$ cat config.mk
export PLATFORM = sky130hd
export DESIGN_NAME = design1_wrapper_flat
export DESIGN_NICKNAME = d
export VERILOG_FILES = /design/src/rtl/axi_burst_pkg.sv /design/src/rtl/axi_burst_if.sv /design/src/rtl/axi_wr_mem_slave.sv /design/src/rtl/design1_wrapper.sv /design/src/flat_wrapper.sv
export SDC_FILE = /design/constraint.sdc
export NUM_CORES = 1
export LEC_CHECK = 0
export CORE_ASPECT_RATIO = 1.5
export CORE_MARGIN = 8
export CORE_UTILIZATION = 30
export DETAILED_ROUTE_END_ITERATION = 7
export MAX_ROUTING_LAYER = met4
export PLACE_DENSITY = 0.69
export SYNTH_ARGS = -nofsm -noshare
export SYNTH_HDL_FRONTEND = slang
export SYNTH_SLANG_ARGS = --single-unit
$ cat constraint.sdc
create_clock -name aclk -period 5.2 [get_ports aclk]
set_clock_uncertainty 0.1 [all_clocks]
set_input_delay 1.04 -clock aclk [delete_from_list [all_inputs] [get_ports aclk]]
set_output_delay 1.04 -clock aclk [all_outputs]
set_load 0.02 [all_outputs]
$ cat src/rtl/axi_burst_pkg.sv
// rtl/axi_burst_pkg.sv - AXI4 write constants and FSM state types for the burst generator
// Purpose: shared encodings used by the master (design1_wrapper) and the memory slave.
// Ports:   none (package).
package axi_burst_pkg;

    localparam logic [1:0] BURST_INCR  = 2'b01;
    localparam logic [2:0] SIZE_8B     = 3'b011;
    localparam logic [1:0] RESP_OKAY   = 2'b00;
    localparam logic [1:0] RESP_SLVERR = 2'b10;

    // Master: IDLE -> AW -> (W <-> WNEXT)* -> B -> IDLE
    typedef enum logic [2:0] {
        IDLE,
        AW,
        W,
        WNEXT,
        B
    } mst_state_t;

    // Slave: address phase, data phase, response phase
    typedef enum logic [1:0] {
        S_ADDR,
        S_DATA,
        S_RESP
    } slv_state_t;

    // One pixel per beat occupies the low 32 bits only.
    function automatic logic [7:0] wstrb_for(input logic one_pixel);
        return one_pixel ? 8'h0F : 8'hFF;
    endfunction

endpackage

$ cat src/rtl/axi_burst_if.sv
// rtl/axi_burst_if.sv - user command/data port of the burst-write generator
// Purpose: groups the user-side command and per-beat data handshake.
// Ports:   user_addr_in, user_burst_len_in, user_data_in, user_pixels_1_2, user_start (user -> block);
//          user_free, user_stall_data, user_status (block -> user).
//          modport master = user side, modport slave = generator side.
interface axi_burst_if #(
    parameter int DATA_W = 64,
    parameter int ADDR_W = 32
);
    logic [ADDR_W-1:0] user_addr_in;
    logic [3:0]        user_burst_len_in;
    logic [DATA_W-1:0] user_data_in;
    logic              user_pixels_1_2;
    logic              user_start;
    logic              user_free;
    logic              user_stall_data;
    logic [1:0]        user_status;

    modport master (
        output user_addr_in, user_burst_len_in, user_data_in, user_pixels_1_2, user_start,
        input  user_free, user_stall_data, user_status
    );

    modport slave (
        input  user_addr_in, user_burst_len_in, user_data_in, user_pixels_1_2, user_start,
        output user_free, user_stall_data, user_status
    );
endinterface

$ cat src/rtl/axi_wr_mem_slave.sv
// rtl/axi_wr_mem_slave.sv - AXI4 write-only slave backed by a byte-strobed word memory
// Purpose: accepts one INCR burst at a time, writes MEM_DEPTH x DATA_W memory at
//          MEM_BASE, answers SLVERR (and writes nothing) for bursts outside the window.
// Ports:   aclk, aresetn (sync, active-high);
//          AW: awvalid/awready/awaddr/awlen/awsize/awburst;
//          W:  wvalid/wready/wdata/wstrb/wlast;
//          B:  bvalid/bready/bresp.
module axi_wr_mem_slave
    import axi_burst_pkg::*;
#(
    parameter int                DATA_W    = 64,
    parameter int                ADDR_W    = 32,
    parameter logic [ADDR_W-1:0] MEM_BASE  = 32'h1000_0000,
    parameter int                MEM_DEPTH = 256
) (
    input  logic                  aclk,
    input  logic                  aresetn,
    input  logic                  awvalid,
    output logic                  awready,
    input  logic [ADDR_W-1:0]     awaddr,
    input  logic [3:0]            awlen,
    input  logic [2:0]            awsize,
    input  logic [1:0]            awburst,
    input  logic                  wvalid,
    output logic                  wready,
    input  logic [DATA_W-1:0]     wdata,
    input  logic [DATA_W/8-1:0]   wstrb,
    input  logic                  wlast,
    output logic                  bvalid,
    input  logic                  bready,
    output logic [1:0]            bresp
);

    localparam int              STRB_W    = DATA_W / 8;
    localparam int              IDX_W     = $clog2(MEM_DEPTH);
    localparam logic [ADDR_W:0] WIN_BYTES = (ADDR_W+1)'(MEM_DEPTH * STRB_W);

    logic [DATA_W-1:0] mem [MEM_DEPTH];

    slv_state_t        state, state_n;
    logic [IDX_W-1:0]  widx;
    logic [1:0]        bresp_r;

    // One extra bit so an address below the window shows up as a borrow,
    // and a burst running off the top of the window cannot wrap.
    logic [ADDR_W:0]   off;
    logic [ADDR_W:0]   burst_bytes;
    logic [ADDR_W:0]   end_off;
    logic              addr_ok;

    always_comb begin
        off         = {1'b0, awaddr} - {1'b0, MEM_BASE};
        burst_bytes = ({{(ADDR_W-3){1'b0}}, awlen} + (ADDR_W+1)'(1)) << 3;
        end_off     = off + burst_bytes;
        addr_ok     = !off[ADDR_W] && (off[2:0] == 3'b000) && (end_off <= WIN_BYTES)
                      && (awsize == SIZE_8B) && (awburst == BURST_INCR);
    end

    always_comb begin
        state_n = state;
        unique case (state)
            S_ADDR:  if (awvalid)          state_n = S_DATA;
            S_DATA:  if (wvalid && wlast)  state_n = S_RESP;
            S_RESP:  if (bready)           state_n = S_ADDR;
            default:                       state_n = S_ADDR;
        endcase
    end

    assign awready = (state == S_ADDR);
    assign wready  = (state == S_DATA);
    assign bvalid  = (state == S_RESP);
    assign bresp   = bresp_r;

    always_ff @(posedge aclk) begin
        if (aresetn) begin
            state   <= S_ADDR;
            widx    <= '0;
            bresp_r <= RESP_OKAY;
        end else begin
            state <= state_n;
            if (awvalid && awready) begin
                widx    <= off[IDX_W+2:3];
                bresp_r <= addr_ok ? RESP_OKAY : RESP_SLVERR;
            end
            if (wvalid && wready) begin
                widx <= widx + IDX_W'(1);
            end
        end
    end

    // The response code latched at AW doubles as the write enable for the burst.
    always_ff @(posedge aclk) begin
        if (!aresetn && wvalid && wready && (bresp_r == RESP_OKAY)) begin
            for (int b = 0; b < STRB_W; b++) begin
                if (wstrb[b]) begin
                    mem[widx][b*8 +: 8] <= wdata[b*8 +: 8];
                end
            end
        end
    end

endmodule

$ cat src/rtl/design1_wrapper.sv
// rtl/design1_wrapper.sv - AXI4 burst-write generator with user command/data port and on-chip slave
// Purpose: takes {addr, len, pixel mode} plus per-beat data from the user port, issues one
//          INCR write burst on an internal AXI4 write bus ending in axi_wr_mem_slave, and
//          reports the BRESP on user_status.
// Ports:   aclk     - sole clock (posedge)
//          aresetn  - synchronous reset, active-high
//          aclk_out - combinational copy of aclk for user logic
//          usr      - axi_burst_if.slave user command/data port
module design1_wrapper
    import axi_burst_pkg::*;
#(
    parameter int                DATA_W    = 64,
    parameter int                ADDR_W    = 32,
    parameter logic [ADDR_W-1:0] MEM_BASE  = 32'h1000_0000,
    parameter int                MEM_DEPTH = 256
) (
    input  logic      aclk,
    input  logic      aresetn,
    output logic      aclk_out,
    axi_burst_if.slave usr
);

    // Internal AXI4 write bus
    logic                awvalid, awready;
    logic [ADDR_W-1:0]   awaddr;
    logic [3:0]          awlen;
    logic [2:0]          awsize;
    logic [1:0]          awburst;
    logic                wvalid, wready;
    logic [DATA_W-1:0]   wdata;
    logic [DATA_W/8-1:0] wstrb;
    logic                wlast;
    logic                bvalid, bready;
    logic [1:0]          bresp;

    mst_state_t        state, state_n;
    logic              free_r, free_n, free_q;
    logic              stall_r, stall_n;
    logic [1:0]        status_r, status_n;
    logic [ADDR_W-1:0] addr_r, addr_n;
    logic [3:0]        len_r, len_n;
    logic [3:0]        cnt_r, cnt_n;
    logic              pix_r, pix_n;
    logic [DATA_W-1:0] beat_r, beat_n;
    logic              accept;

    assign aclk_out = aclk;

    // free_q forces one idle cycle after free rises before a held start is taken,
    // giving the user time to present the next command.
    assign accept = usr.user_start && free_r && free_q;

    always_comb begin
        state_n  = state;
        free_n   = free_r;
        stall_n  = stall_r;
        status_n = status_r;
        addr_n   = addr_r;
        len_n    = len_r;
        cnt_n    = cnt_r;
        pix_n    = pix_r;
        beat_n   = beat_r;
        unique case (state)
            IDLE: begin
                if (accept) begin
                    addr_n  = usr.user_addr_in;
                    len_n   = usr.user_burst_len_in;
                    pix_n   = usr.user_pixels_1_2;
                    beat_n  = usr.user_data_in;
                    cnt_n   = 4'd0;
                    free_n  = 1'b0;
                    stall_n = 1'b1;
                    state_n = AW;
                end
            end
            AW: begin
                if (awready) state_n = W;
            end
            W: begin
                if (wready) begin
                    // Every handshake drops stall; after the last one it stays low.
                    stall_n = 1'b0;
                    if (cnt_r == len_r) begin
                        state_n = B;
                    end else begin
                        cnt_n   = cnt_r + 4'd1;
                        state_n = WNEXT;
                    end
                end
            end
            WNEXT: begin
                beat_n  = usr.user_data_in;
                stall_n = 1'b1;
                state_n = W;
            end
            B: begin
                if (bvalid) begin
                    status_n = bresp;
                    free_n   = 1'b1;
                    state_n  = IDLE;
                end
            end
            default: state_n = IDLE;
        endcase
    end

    always_ff @(posedge aclk) begin
        if (aresetn) begin
            state    <= IDLE;
            free_r   <= 1'b1;
            free_q   <= 1'b0;
            stall_r  <= 1'b0;
            status_r <= RESP_OKAY;
            addr_r   <= '0;
            len_r    <= '0;
            cnt_r    <= '0;
            pix_r    <= 1'b0;
            beat_r   <= '0;
        end else begin
            state    <= state_n;
            free_r   <= free_n;
            free_q   <= free_r;
            stall_r  <= stall_n;
            status_r <= status_n;
            addr_r   <= addr_n;
            len_r    <= len_n;
            cnt_r    <= cnt_n;
            pix_r    <= pix_n;
            beat_r   <= beat_n;
        end
    end

    assign awvalid = (state == AW);
    assign awaddr  = addr_r;
    assign awlen   = len_r;
    assign awsize  = SIZE_8B;
    assign awburst = BURST_INCR;
    assign wvalid  = (state == W);
    assign wdata   = beat_r;
    assign wstrb   = wstrb_for(pix_r);
    assign wlast   = (cnt_r == len_r);
    assign bready  = (state == B);

    assign usr.user_free       = free_r;
    assign usr.user_stall_data = stall_r;
    assign usr.user_status     = status_r;

    axi_wr_mem_slave #(
        .DATA_W    (DATA_W),
        .ADDR_W    (ADDR_W),
        .MEM_BASE  (MEM_BASE),
        .MEM_DEPTH (MEM_DEPTH)
    ) u_slave (
        .aclk    (aclk),
        .aresetn (aresetn),
        .awvalid (awvalid),
        .awready (awready),
        .awaddr  (awaddr),
        .awlen   (awlen),
        .awsize  (awsize),
        .awburst (awburst),
        .wvalid  (wvalid),
        .wready  (wready),
        .wdata   (wdata),
        .wstrb   (wstrb),
        .wlast   (wlast),
        .bvalid  (bvalid),
        .bready  (bready),
        .bresp   (bresp)
    );

endmodule

$ cat src/flat_wrapper.sv
// flat-port wrapper written by rule: the top's interface ports become plain ports
module design1_wrapper_flat import axi_burst_pkg::*;
#(
    parameter int                DATA_W    = 64,
    parameter int                ADDR_W    = 32,
    parameter logic [ADDR_W-1:0] MEM_BASE  = 32'h1000_0000,
    parameter int                MEM_DEPTH = 256
)
  (aclk, aresetn, aclk_out, usr_user_addr_in, usr_user_burst_len_in, usr_user_data_in, usr_user_pixels_1_2, usr_user_start, usr_user_free, usr_user_stall_data, usr_user_status);
  axi_burst_if #(.DATA_W(DATA_W), .ADDR_W(ADDR_W)) usr_i ();
  input  logic aclk;
  input  logic aresetn;
  output logic aclk_out;
  input wire logic [$bits(usr_i.user_addr_in)-1:0] usr_user_addr_in;
  input wire logic [$bits(usr_i.user_burst_len_in)-1:0] usr_user_burst_len_in;
  input wire logic [$bits(usr_i.user_data_in)-1:0] usr_user_data_in;
  input wire logic [$bits(usr_i.user_pixels_1_2)-1:0] usr_user_pixels_1_2;
  input wire logic [$bits(usr_i.user_start)-1:0] usr_user_start;
  output wire logic [$bits(usr_i.user_free)-1:0] usr_user_free;
  output wire logic [$bits(usr_i.user_stall_data)-1:0] usr_user_stall_data;
  output wire logic [$bits(usr_i.user_status)-1:0] usr_user_status;
  assign usr_i.user_addr_in = usr_user_addr_in;
  assign usr_i.user_burst_len_in = usr_user_burst_len_in;
  assign usr_i.user_data_in = usr_user_data_in;
  assign usr_i.user_pixels_1_2 = usr_user_pixels_1_2;
  assign usr_i.user_start = usr_user_start;
  assign usr_user_free = usr_i.user_free;
  assign usr_user_stall_data = usr_i.user_stall_data;
  assign usr_user_status = usr_i.user_status;
  design1_wrapper #(.DATA_W(DATA_W), .ADDR_W(ADDR_W), .MEM_BASE(MEM_BASE), .MEM_DEPTH(MEM_DEPTH)) u_core (.aclk(aclk), .aresetn(aresetn), .aclk_out(aclk_out), .usr(usr_i));
endmodule
After elaboration in Yosys (flattened, before gate mapping)
Index checks and enable logic that the tools add are counted.

Flip-flop bits (word level): 52. Output and inout port bits: 5. Input port bits: 104.

Equal/unequal tests: 15. Magnitude comparators: 1. Muxes and demuxes: 21. Reduce and logical (&&, ||, !) cells: 20. $add $sub $neg: 4.

Operators with widths (number): $add A33 B8 Y33 (1); $le A33 B12 Y1 const B (1); $sub A32 B29 Y33 const B (1); $mux W3 (5); $pmux W3 S5 (1); $mux W4 (3); $ne A2 B1 Y1 const B (5); $reduce_and A3 Y1 (3); $mux W2 (4); $pmux W4 S2 (1); $reduce_and A4 Y1 (2); $eq A3 B2 Y1 const B (2); $logic_and A1 B1 Y1 (6); $logic_not A3 Y1 (2); $ne A2 B2 Y1 const B (3); $pmux W2 S3 (1); $add A4 B1 Y5 const B (1); $add A4 B1 Y4 const B (1); $eq A4 B4 Y1 (1); $mux W1 (4); $reduce_and A2 Y1 (2); $reduce_bool A2 Y1 (2); $eq A3 B1 Y1 const B (1); $eq A3 B3 Y1 const B (1); other kinds (7) (7).

Logic depth before layout (Yosys ltp)
Gate-level depths: netlist of the first run.

Depth after elaboration: 5. Depth in mapped cells: 10. Depth with buffers taken out: 10.

Cells and area by module
Synthesis of the first run repeated with hierarchy kept, for this count alone.

Cells, all modules: 673. Area, all modules: 5584.1 sq um.

By module, submodules not included: design1_wrapper (area each 4500.6 sq um, cells an instance 515, instances 1, seq. area each 2262.2 sq um); axi_wr_mem_slave (area each 1083.5 sq um, cells an instance 158, instances 1, seq. area each 60.1 sq um).

==> metrics.yaml, run 1 <==
synth:
  synthFlopType: "dfxtp_1"
  ys_ff_latch: 50
  avgSynthCellArea_sq_um: 7.76
  synth_nets: 482
  synth_area_sq_um: 2850
  ys_top_cells_by_area: "dfxtp_1 (35%), nand2_1 (12%), a21oi_1 (8.3%)"
  yosysSeqAreaShare_pct: 35.1
  synth_edf_count: 0
  yosys_warnings: 0
  synth.distinct_cells: 60
  synthArstFlopShare_pct: 0
  synth_top_cell_by_area: "dfxtp_1"
  synth_top_area_share_pct: 35.1
  synthCells: 367
setup_path:
  start_kind: "clock port"
  r2r-end: "u_core.u_slave.bresp[1]$_SDFFE_PP0P_"
  critPathCapture: "aclk_out"
  arrival_ps: 3380
  critPathMaxFanout: 2
  setup.worst_path.class: "clock port to primary output"
  worst-r2r-cell-count: 10
  crit_start: "aclk"
  endpoint_kind: "primary output"
  timing.rr.start: "u_core.awlen[0]$_SDFFE_PP0P_"
  required_ps: 4060
  reg2reg_slack_ps: 2040
global_routing:
  grtUsageTotal_pct: 12.1
  grt_pass1_wl_mm: 11.9
  grt_start_max_net_pins: 51
  grt_overflow_total: 0
  grt-busiest-layer: "met2"
  antenna_found_initial: 0
  grt_use_met2_pct: 20.5
  grt_pass1_vias: 2701
  use_met1_pct: 11.7
  grt.met3_usage_pct: 3.11
power:
  ir_drop_mv: 0.223
  p_leak_nw: 1.26
  powerDensity_nw_per_um2: 297
sta:
  fin_ws_ps: 684
  rsz0062_at_grt: "false"
  slew_viol_final: 0
  hold_viol: 0
  fin_setup_tns_ps: 0
  max_slew.worst_pin.slew_ps: 1200
  slew_headroom_pct: 20.3
  setup_viol: 0
routing:
  routed_wl_mm: 7.06
  drt_iter0_drc: 133
  avgRoutedWirePerCell_um: 13.7
  ant_nets: 0
  drc_errors: 0
  drt-vias-per-instance: 5.20
  vias: 2684
  first_pass_iters: 4
layout:
  final_util_pct: 38.8
  most-common-layout-cells: "nand2_1 (88), dfxtp_1 (50), a21oi_1 (47), clkdlybuf4s50_1 (42), nor2_1 (17)"
  stdcell_count: 516
  final_common_cell: "nand2_1"
  drive_gt1_share_pct: 7.18
  fin_nets: 518
  antennaDiodeCount: 0
  fillers: 990
  areaGrowthSynthToFinish_pct: 26.1
  fin_area_sq_um: 3590
placed_design:
  gp_congestion: 0.895
  dp_cells: 505
  port-buffer-count: 42
  post_dp_cell_area_sq_um: 3350
  dp.final_hpwl_mm: 5.26
  dp_slack_ps: 952
floorplan:
  die_area_sq_um: 12900
  fp.coreArea_sq_um: 9250
  die_w_um: 95.6
  ios: 109
  num_rows: 43
  start_util_pct: 30.8
  die_h_um: 135
clocking:
  cts_setup_buffers: 0
  hold_buffers: 0
  cts_tree: "built"
  clock_latency_ps: 410
  clkTransAtPathRegs_ps: 60
  postCtsResizedCells: 0
hold_path:
  holdCritPathClass: "register to register"
status:
  status: "completed"
run:
  maxCapViolCount: 0
## per-layer routing
layer	share of wire (%)	wire length (um)	vias to the layer above
met4	2.8	201	0
met3	3.3	234	15
met2	54	3800	49
met1	40	2820	1255
li1	-	-	1365
met5	0	0	-
## cells in the mapped netlist (2+ instances only)
library cell  number
and3_1             3
nand3_1            9
a31oi_1            3
xnor2_1           11
and2_1             2
a311oi_1           3
or3_1              2
or2_2              3
inv_1              9
xor2_1            11
nor2b_1            3
or4_1              2
ha_1              10
a21oi_1           47
nor4_1             8
buf_4              2
clkbuf_1          15
dfxtp_1           50
nand2_1           88
a41oi_1            2
a211oi_1           4
nor3_1             8
nor2_1            17
o21ai_0            8
nor4b_1            2
nand4_1            8
mux2i_1            4
## sequential cells by signal, indices dropped and copies added (netlist names)
signal	flops
u_core.addr_r	32
u_core.usr.user_stall_data	1
u_core.u_slave.bresp	1
u_core.u_slave.state	2
u_core.cnt_r	4
u_core.awlen	4
u_core.free_q	1
u_core.usr.user_free	1
u_core.state	3
u_core.usr.user_status	1
## logic make-up after synthesis
logic type,count (synthesis),synth area share (%)
AND/OR/NAND/NOR,167,28.5
AO/OA/AOI/OAI,83,18.4
flip-flops,50,35.1
buffers and inverters,28,4.22
XOR/XNOR,22,6.77
adder cells (fa/ha/maj),11,5.10
multiplexers,5,1.80
other,1,0.132
## stage by stage
stage,power [mW],hold slack [ps]
3_3_place_gp,0.589,341
2_1_floorplan,0.536,331
5_1_grt,1.12,390
6_report,1.07,361
4_1_cts,1.09,357
3_5_place_dp,0.594,347
## worst min-delay path by stage
stage / start / endpoint / slack (ps) / cells after the start
3_5_place_dp: u_core.addr_r[1]$_SDFFE_PP0P_ / u_core.addr_r[1]$_SDFFE_PP0P_ / 350 / 2
4_1_cts: u_core.addr_r[1]$_SDFFE_PP0P_ / u_core.addr_r[1]$_SDFFE_PP0P_ / 360 / 2
6_report: u_core.addr_r[1]$_SDFFE_PP0P_ / u_core.addr_r[1]$_SDFFE_PP0P_ / 360 / 2
2_1_floorplan: u_core.addr_r[2]$_SDFFE_PP0P_ / u_core.addr_r[2]$_SDFFE_PP0P_ / 330 / 2
5_1_grt: u_core.addr_r[0]$_SDFFE_PP0P_ / u_core.addr_r[0]$_SDFFE_PP0P_ / 390 / 2
3_3_place_gp: u_core.addr_r[2]$_SDFFE_PP0P_ / u_core.addr_r[2]$_SDFFE_PP0P_ / 340 / 2
## report_power, final
part / switching, mW / leakage (nW) / internal, mW
clock network: 0.171 / 0.124 / 0.336
registers: 0.0209 / 0.407 / 0.401
logic: 0.0679 / 0.731 / 0.0690
total: 0.260 / 1.26 / 0.806
## worst max-delay path: stages
cell             delay [ps]
clkbuf_16               120
clkbuf_16               130
clkdlybuf4s50_1         530
## layout make-up
| class | instances | area, sq um | share of cell area, % |
|---|---|---|---|
| clock inverter | 3 | 40.0 | 1.11 |
| multi-input combinational | 289 | 1730 | 48.3 |
| inverter | 9 | 33.8 | 0.941 |
| sequential | 50 | 1000 | 27.9 |
| tap | 112 | 140 | 3.90 |
| clock buffer | 9 | 210 | 5.85 |
| timing repair buffer | 44 | 433 | 12.1 |
No activity file was read; power rests on OpenSTA's default activity.
==> run 2, diff against run 1 <==
- DONT_BUFFER_PORTS: default -> 1
- GPL_TIMING_DRIVEN: default -> 1
- PLACE_DENSITY: 0.69 -> 0.54
==> run 2 against run 1 <==
Compared with the run above: power shrank 17%; clock power decreased by 29%; largest cell class unchanged; clock-buffer cell count decreased by 1; critical endpoint unchanged; global-route usage shrank 0.34 points; largest power group is now sequential cells; critical path type unchanged; register-to-register slack got worse by 120 ps.
==> metrics.yaml, run 2 (synthesis gave the netlist of run 1 again) <==
status:
  status: "completed"
clocking:
  clock_latency_ps: 290  # -120 ps
  hold_buffers: 0  # unchanged
  cts.path.max_buffers: 2
  htreeDepth: 2
  cts_setup_buffers: 0  # unchanged
  clock-sinks: 50
  clkTransAtPathRegs_ps: 60  # about the same
  cts_tree: "built"
  root_buffer: "clkbuf_16"
  postCtsResizedCells: 0  # unchanged
  numCtsBuffers: 5
placed_design:
  port-buffer-count: 0  # -100%
  gp_congestion: 0.851  # -4.9%
  dp_slack_ps: 1460  # +508 ps
  dp.final_hpwl_mm: 5.33  # +1.3%
setup_path:
  r2r-end: "u_core.u_slave.bresp[1]$_SDFFE_PP0P_"
  setup.worst_path.class: "clock port to primary output"
  crit_start: "aclk"
  required_ps: 4060  # about the same
  reg2reg_slack_ps: 1920  # -120 ps
  timing.rr.start: "u_core.awlen[0]$_SDFFE_PP0P_"
  critPathMaxFanout: 2  # unchanged
  arrival_ps: 2600  # -780 ps
  worst-r2r-cell-count: 10  # unchanged
  start_kind: "clock port"
  endpoint_kind: "primary output"
layout:
  areaGrowthSynthToFinish_pct: 8.74
  most-common-layout-cells: "nand2_1 (88), dfxtp_1 (50), a21oi_1 (47), nor2_1 (17)"
  largest_reg_flops: 32  # unchanged
  fin_nets: 473  # -8.7%
  drive_gt1_share_pct: 7.24  # +0.064 points
  final_common_cell: "nand2_1"
  max_flop_register: "u_core.addr_r"
  antennaDiodeCount: 0  # unchanged
sta:
  slew_viol_final: 0  # unchanged
  hold_viol: 0  # unchanged
  rsz0062_at_grt: "false"
  fin_ws_ps: 1460  # +776 ps
  setup_viol: 0  # unchanged
  fin_setup_tns_ps: 0  # unchanged
  slew_headroom_pct: 46.1  # +26 points
  max_slew.worst_pin.slew_ps: 800  # -395 ps
routing:
  avgRoutedWirePerCell_um: 15.0  # +9.8%
  drc_errors: 0  # unchanged
  routed_wl_mm: 7.07  # +0.20%
  drt-vias-per-instance: 5.31  # +2.2%
  vias: 2503  # -6.7%
  first_pass_iters: 4  # unchanged
  drt_iter0_drc: 72  # -46%
  ant_nets: 0  # unchanged
floorplan:
  die_area_sq_um: 12900  # unchanged
  die_w_um: 95.6  # unchanged
  fp.coreArea_sq_um: 9250  # unchanged
  ios: 109  # unchanged
  die_h_um: 135  # unchanged
  start_util_pct: 30.8  # unchanged
  num_rows: 43  # unchanged
global_routing:
  antenna_found_initial: 0  # unchanged
  grtUsageTotal_pct: 11.7  # -0.34 points
  grt_start_max_net_pins: 51  # unchanged
  grt_pass1_wl_mm: 11.7  # -2.1%
  grt_overflow_total: 0  # unchanged
  grt_pass1_vias: 2447  # -9.4%
hold_path:
  min_from: "u_core.addr_r[2]$_SDFFE_PP0P_"
  holdCritPathClass: "register to register"
  min_to: "u_core.addr_r[2]$_SDFFE_PP0P_"
  hold_depth: 2  # unchanged
power:
  power_uw: 881  # -17%
  powerDensity_nw_per_um2: 285  # -4.2%
  p_leak_nw: 1.06  # -16%
  ir_drop_mv: 0.175  # -21%
run:
  maxCapViolCount: 0  # unchanged
-- run 2: changes by cell type in the layout (fill, tap and decap cells not counted), sizes merged --
cell and delta:
clkinv -2, clkdlybuf4s50 -42, bufinv -1
-- run 2: layer usage --
layer / wire length [um] / share of wire, % / vias to the layer above / global-route usage (%)
met3: 295 / 4.2 / 13 / 3.22
met2: 3750 / 53 / 46 / 20.3
li1: - / - / 1268 / -
met1: 2840 / 40 / 1176 / 11.9
met4: 184 / 2.6 / 0 / 5.41
met5: 0 / 0 / - / -
-- run 2: layout make-up --
class	instances	area [sq um]
Inverter	9	33.8
Tap cell	112	140
Multi-Input combinational cell	289	1730
Timing Repair Buffer	3	22.5
Sequential cell	50	1000
Fill cell	1045	6160
Clock buffer	8	166
-- run 2: worst max-delay path by stage --
stage	end	slack, ps	cells past startpoint
floorplan	aclk_out	1330	1
global placement	aclk_out	1460	0
detailed placement	aclk_out	1460	0
CTS	aclk_out	1460	0
global route	aclk_out	1460	0
finish	aclk_out	1460	0
-- run 2: power breakdown --
group | internal, mW | switching [mW] | leakage, nW
Clock | 0.218 | 0.142 | 0.0832
Sequential | 0.401 | 0.0227 | 0.407
Combinational | 0.0421 | 0.0553 | 0.570
-- run 2: stage by stage --
step           std cells  cell area, sq um  hold WS [ps]  utilization (%)
5_1_grt              471              3100           359             33.5
3_3_place_gp         463              2930           334             31.7
4_1_cts              471              3100           345             33.5
3_5_place_dp         463              2930           337             31.7
6_report             471              3100           343             33.5
2_1_floorplan        367              2850           331                -
==> run 3, diff against run 2 <==
- PLACE_DENSITY: 0.54 -> 0.55
- clock period: 5.2 -> 3.19 ns (I/O delays scaled with it)
==> run 3 against run 2 <==
Compared with the run above: critical endpoint is now u_core.u_slave.bresp[1]$_SDFFE_PP0P_; first-iteration DRC count grew 18%; design area grew 1.1%; combinational power grew 69%; via count shrank 0.60%; hold slack lost 29 ps; largest cell class unchanged; sequential power grew 63%; clock-buffer cell count shrank 1; power grew 58%; largest power group unchanged; critical path type is now register to register; utilization grew 0.35 points; routed wire length grew 1.2%; register-to-register slack lost 1800 ps; die area is the same.
==> metrics.yaml, run 3 (synthesis gave the netlist of run 1 again) <==
status:
  status: "completed"
power:
  p_leak_nw: 1.09  # +2.6%
  p_comb_share_pct: 11.9  # +0.8 points
  powerDensity_nw_per_um2: 446  # +57%
  switching_share_pct: 25.6  # +0.62 points
  seqPwrFrac_pct: 49.5  # +1.4 points
  p_int_mw: 1.04  # +57%
  ir_drop_mv: 0.288  # +65%
  power_frac_clock_pct: 38.6  # -2.3 points
  p_switching_uw: 357  # +62%
floorplan:
  die_w_um: 95.6  # unchanged
  start_util_pct: 30.8  # unchanged
  fp.coreArea_sq_um: 9250  # unchanged
  die_area_sq_um: 12900  # unchanged
  ios: 109  # unchanged
  die_h_um: 135  # unchanged
  num_rows: 43  # unchanged
layout:
  fin_nets: 478  # +1.1%
  antennaDiodeCount: 0  # unchanged
  final_common_cell: "nand2_1"
  areaGrowthSynthToFinish_pct: 9.89
  largest_reg_flops: 32  # unchanged
  max_flop_register: "u_core.addr_r"
  most-common-layout-cells: "nand2_1 (88), dfxtp_1 (50), a21oi_1 (47), nor2_1 (17)"
  drive_gt1_share_pct: 8.79  # +1.5 points
placed_design:
  dp.final_hpwl_mm: 5.35  # +0.46%
  gp_congestion: 0.797  # -6.4%
  port-buffer-count: 0  # unchanged
global_routing:
  grt_overflow_total: 0  # unchanged
  grt_pass1_wl_mm: 11.7  # +0.12%
  grt_start_max_net_pins: 51  # unchanged
  grtUsageTotal_pct: 11.8  # +0.046 points
  antenna_found_initial: 0  # unchanged
  grt_pass1_vias: 2432  # -0.61%
clocking:
  clock_latency_ps: 290  # about the same
  htreeDepth: 2  # unchanged
  cts_tree: "built"
  clkTransAtPathRegs_ps: 70  # about the same
  numCtsBuffers: 5  # unchanged
  cts.path.max_buffers: 2  # unchanged
  clock-sinks: 50  # unchanged
  root_buffer: "clkbuf_16"
  cts_setup_buffers: 0  # unchanged
sta:
  fin_crit_ps: 3020
  max_freq_ghz: 0.331
  hold_viol: 0  # unchanged
  slew_headroom_pct: 56.9  # +11 points
  max_slew.worst_pin.slew_ps: 646  # -154 ps
  setup_viol: 0  # unchanged
  fin_setup_tns_ps: 0  # unchanged
  rsz0062_at_grt: "false"
  hold_ws_ps: 314  # -28.6 ps
  slew_viol_final: 0  # unchanged
  period_share_pct: 94.7
hold_path:
  holdCritPathClass: "primary input to register"
  min_to: "u_core.cnt_r[0]$_SDFFE_PP0P_"
  hold_depth: 1  # -1
  min_from: "aresetn"
setup_path:
  endpoint_kind: "register"
  critPathMaxFanout: 5  # +3
  timing.rr.start: "u_core.awlen[0]$_SDFFE_PP0P_"
  required_ps: 3270  # -790 ps
  reg2reg_slack_ps: 170  # -1750 ps
  arrival_ps: 3100  # +500 ps
  setup.worst_path.class: "register to register"
  worst-r2r-cell-count: 10  # unchanged
  r2r-end: "u_core.u_slave.bresp[1]$_SDFFE_PP0P_"
  start_kind: "register"
routing:
  avgRoutedWirePerCell_um: 15.0  # +0.18%
  drt-vias-per-instance: 5.23  # -1.6%
  drc_errors: 0  # unchanged
  routed_wl_mm: 7.16  # +1.2%
  first_pass_iters: 4  # unchanged
  drt_iter0_drc: 85  # +18%
  ant_nets: 0  # unchanged
  vias: 2488  # -0.60%
run:
  maxCapViolCount: 0  # unchanged
## run 3: cell type report
class,instances,area [sq um]
clock buffers,7,143
clock inverters,1,5.00
fillers,1019,6120
inverters,9,33.8
multi-input cells,289,1750
flip-flops and latches,50,1000
well taps,112,140
repair buffers,8,60.1
## run 3: power groups by stage
stage	sequential (mW)	combinational, mW	clock, mW
after detailed placement	0.706	0.166	0
after global placement	0.705	0.163	0
after global routing	0.696	0.191	0.578
after floorplan	0.694	0.143	0.0366
after CTS	0.692	0.167	0.559
final	0.691	0.165	0.538
## run 3: how the worst max path moves through the flow
stage / startpoint / to / cells after the start
3_3_place_gp: u_core.awlen[0]$_SDFFE_PP0P_ / u_core.u_slave.bresp[1]$_SDFFE_PP0P_ / 10
2_1_floorplan: u_core.awlen[0]$_SDFFE_PP0P_ / u_core.u_slave.bresp[1]$_SDFFE_PP0P_ / 9
5_1_grt: u_core.awlen[0]$_SDFFE_PP0P_ / u_core.u_slave.bresp[1]$_SDFFE_PP0P_ / 10
3_5_place_dp: u_core.awlen[0]$_SDFFE_PP0P_ / u_core.u_slave.bresp[1]$_SDFFE_PP0P_ / 10
4_1_cts: u_core.awlen[0]$_SDFFE_PP0P_ / u_core.u_slave.bresp[1]$_SDFFE_PP0P_ / 10
6_report: u_core.awlen[0]$_SDFFE_PP0P_ / u_core.u_slave.bresp[1]$_SDFFE_PP0P_ / 10
## run 3: through the flow
step	setup WS (ps)	total power, mW	util, %	cell area [sq um]	instances
5_1_grt	15.6	1.47	33.8	3130	476
4_1_cts	134	1.42	33.7	3120	476
3_5_place_dp	163	0.872	32.1	2970	468
3_3_place_gp	159	0.867	32.1	2970	468
2_1_floorplan	382	0.873	-	2850	367
6_report	168	1.39	33.8	3130	476
## run 3: metal layers
metal  routed length (um)  global-route usage (%)  up-vias  share of wire [%]
li1                     -                       -     1285                  -
met1                 2950                    12.1     1157                 41
met2                 3790                    20.4       40                 53
met3                  311                    3.44        6                4.3
met4                   99                    4.72        0                1.4
met5                    0                       -        -                  0
## run 3: worst max-delay path, stage by stage, from the launching register on
cell and delay, ps:
dfxtp_1 360, ha_1 230, and3_1 200, ha_1 340, nor2_1 220, nor2_1 160, and2_1 240, or4_1 400
a211oi_1 280, nand4_1 130, o31a_1 250
## run 3: repair_timing
action	in CTS	in global routing
gates resized for setup	0	2
endpoints found under the setup margin	0	1
hold buffers	0	0
